**config.mk**
```make
export PLATFORM = sky130hd
export DESIGN_NAME = program_counter
export DESIGN_NICKNAME = d
export VERILOG_FILES = /design/src/rtl/program_counter.sv
export SDC_FILE = /design/constraint.sdc
export NUM_CORES = 1
export LEC_CHECK = 0
export CORE_AREA = 4 4 41 43
export CTS_CLUSTER_SIZE = 24
export DETAILED_ROUTE_END_ITERATION = 16
export DIE_AREA = 0 0 45 47
export PLACE_DENSITY = 0.69
export SKIP_CTS_REPAIR_TIMING = 1
export SLEW_MARGIN = 10
export SYNTH_ARGS = -nofsm -noshare
export SYNTH_HDL_FRONTEND = slang
export SYNTH_SLANG_ARGS = --single-unit
```
**constraint.sdc**
```tcl
create_clock -name clk -period 2.85 [get_ports clk]
set_clock_uncertainty 0.2 [all_clocks]
set_input_delay 0.285 -clock clk [delete_from_list [all_inputs] [get_ports clk]]
set_output_delay 0.285 -clock clk [all_outputs]
set_load 0.05 [all_outputs]
```
**src/rtl/program_counter.sv**
```systemverilog
// ---------------------------------------------------------------------------
// program_counter
//
// Program counter register for the microprocessor datapath. Captures the
// next-address value from the next-PC logic on every rising clock edge and
// presents it as the current instruction address. Also supplies PC+1
// (wrapping modulo 2^WIDTH) for the next-PC mux.
//
// Ports:
//   clk    in   1      system clock, all state updates on rising edge
//   reset  in   1      synchronous, active-high; loads RESET_VALUE
//   NextI  in   WIDTH  next program-counter value
//   stall  in   1      active-high hold of the current value
//   NextO  out  WIDTH  current program counter (registered)
//   NextP1 out  WIDTH  NextO + 1, truncated to WIDTH bits (combinational)
//
// Edge priority: reset > stall > load.
// ---------------------------------------------------------------------------
module program_counter #(
  parameter int                 WIDTH       = 8,
  parameter logic [WIDTH-1:0]   RESET_VALUE = '0
) (
  input  logic             clk,
  input  logic             reset,
  input  logic [WIDTH-1:0] NextI,
  input  logic             stall,
  output logic [WIDTH-1:0] NextO,
  output logic [WIDTH-1:0] NextP1
);

  localparam logic [WIDTH-1:0] ONE = WIDTH'(1);

  logic [WIDTH-1:0] r_pc;
  logic [WIDTH-1:0] w_pc_inc;

  always_ff @(posedge clk) begin
    if (reset) begin
      r_pc <= RESET_VALUE;
    end else if (!stall) begin
      r_pc <= NextI;
    end
  end

  // Same-width addition drops the carry, giving the modulo-2^WIDTH wrap.
  assign w_pc_inc = r_pc + ONE;

  assign NextO  = r_pc;
  assign NextP1 = w_pc_inc;

endmodule

```
==> flow_summary.yaml <==
sta:
  fmax_mhz: 404.5
  setup_violations: 0
  rsz0062_at_grt: "no"
  slew_viol_final: 0
  fin_crit_ps: 2472
  fin_tns_setup_ps: 0
  worst_slack_ps: 378.0
  max_slew.worst_pin.slew_ps: 512.8
  fin_crit_sh: 0.8674
  final_hold_viol_count: 0
  max_slew_margin: 0.6571
setup_path:
  setup.worst_path.class: "reg -> out"
  r2r_end: "NextO[0]"
  reg2regPathDepth: 2
  r2r_start: "NextO[0]"
  cp.arrival_ps: 1990
  cp.required_ps: 2370
  worst-path-max-fanout: 7
  reg2reg_slack_ps: 1960
  worst_setup_path_start_kind: "register"
  end_kind: "output port"
clock_tree:
  cts.sinks: 8
  clk_latency_ps: 250
  cts.htree.levels: 1
  numCtsBuffers: 3
  cts_tree: "yes"
  clk_path_buf_depth: 2
  cts_root_buf: "clkbuf_4"
  clk_pin_slew_ps: 50
floorplan:
  fp.dieArea_um2: 2115
  die_h_um: 47
  fp.dieW_um: 45
  start_util: 0.2971
  core_um2: 1301
  ioPinCount: 27
  fp-row-count: 13
route:
  dr.pass1.iters: 4
  wl_met2_um: 469
  wl_per_cell_um: 12.19
  vias: 376
  drt-initial-drc-count: 11
  wl_met1_um: 388
  via_per_inst: 4.530
  wl_met3_um: 136
  drt-total-wl_um: 1012
  drcViolationCount: 0
  antenna_left: 0
  routed.top_layer: "met4"
global_route:
  grt_max_degree: 9
  antenna_found_initial: 0
  overflow: 0
  grt_pass1_vias: 341
  grt_pass1_wl_um: 1511
  grt_use_total: 0.1075
place:
  dp_slack_ps: 627.4
  port_buffers: 26
  place_congestion: 0.6826
  placed_area_um2: 656.9
final_layout:
  layout-drive-gt1-share: 0.05882
  area_delta_synth_final_pct: 75.73
  final_nets: 82
  antenna_cells: 0
  design_area_um2: 679.4
  largest_reg_flops: 8
synth:
  avgSynthCellArea_um2: 9.430
  synth.distinct_cells: 12
  seq_area_frac_synth: 0.4142
  synth_fp_nets: 53
  ys_warn_count: 0
  synth_cells: 41
  synth_seq_cells: 8
  syn-cell-area_um2: 386.6
hold_path:
  min-delay-start: "NextO[4]"
  min_path_cells: 2
  min_path_type: "reg -> reg"
  hold_end: "NextO[4]"
power:
  power.leakage_uw: 0.0002837
  p_per_area_nw_per_um2: 482.2
  peakVddDrop_v: 0.0001842
run_status:
  status: "finished clean"
run:
  cap_viol_max_count: 0
-- power breakdown --
part | total (uW) | internal (uW) | switching, uW
registers | 128 | 119 | 8.84
logic | 112 | 44.9 | 67.5
clock network | 87.7 | 48.3 | 39.5
total | 328 | 212 | 116
-- metal layers --
layer  global-route usage  vias up
li1                     -      192
met1               0.1139      162
met2               0.1582       20
met3              0.04598        2
met4               0.1053        0
met5                    0        -
-- metrics by stage --
| step | hold WS, ps | utilization | power, uW | instances |
|---|---|---|---|---|
| floorplan | 228.9 | - | 199.4 | 41 |
| global placement | 332.9 | 0.5048 | 242.8 | 80 |
| detailed placement | 364.5 | 0.5048 | 243.9 | 80 |
| CTS | 372.1 | 0.5221 | 336.1 | 83 |
| global route | 415.4 | 0.5221 | 346.7 | 83 |
| finish | 365.3 | 0.5221 | 327.6 | 83 |
-- layout make-up --
class,count,area (um2)
Clock buffer,3,22.52
Timing Repair Buffer,26,260.3
Tap cell,15,18.77
Fill cell,141,621.8
Inverter,1,3.754
Multi-Input combinational cell,30,214.0
Sequential cell,8,160.2
-- worst max path at each step --
stage,from,end,cells past startpoint
2_1_floorplan,NextO[2],NextP1[5],3
3_3_place_gp,NextO[0],NextP1[6],4
4_1_cts,NextO[0],NextP1[4],4
3_5_place_dp,NextO[0],NextP1[4],4
5_1_grt,NextO[0],NextP1[4],4
6_report,NextO[0],NextP1[4],4
-- kinds of logic (layout without fill, tap and decap cells) --
kind of cell | count (synthesis) | count (layout) | synth area share
and+or+nand+nor | 15 | 15 | 0.1780
muxes | 8 | 8 | 0.2071
DFF | 8 | 8 | 0.4142
xor gates and xnor gates | 6 | 6 | 0.1359
buffers and inverters | 3 | 30 | 0.03233
adders and majority gates | 1 | 1 | 0.03236
-- synthesized netlist by cell type (all sizes together) --
| cell type | number | share of area |
|---|---|---|
| and3 | 2 | 0.036 |
| buf | 2 | 0.023 |
| dfxtp | 8 | 0.41 |
| ha | 1 | 0.032 |
| inv | 1 | 0.0097 |
| mux2i | 8 | 0.21 |
| nand3 | 5 | 0.065 |
| nor2 | 8 | 0.078 |
| xnor2 | 5 | 0.11 |
| xor2 | 1 | 0.023 |
-- layout by cell type, fill, tap and decap left out, drive strengths merged --
cell,n
xnor2,5
clkbuf,3
mux2i,8
dfxtp,8
nor2,8
and3,2
clkdlybuf4s50,26
nand3,5
xor2,1
ha,1
inv,1
-- worst max-delay path, stage by stage, from the launching register on --
cell	delay (ps)
dfxtp_1	430
ha_1	240
nand3_1	100
xnor2_1	140
clkdlybuf4s50_1	810
Power figures use the tool's default switching activity.
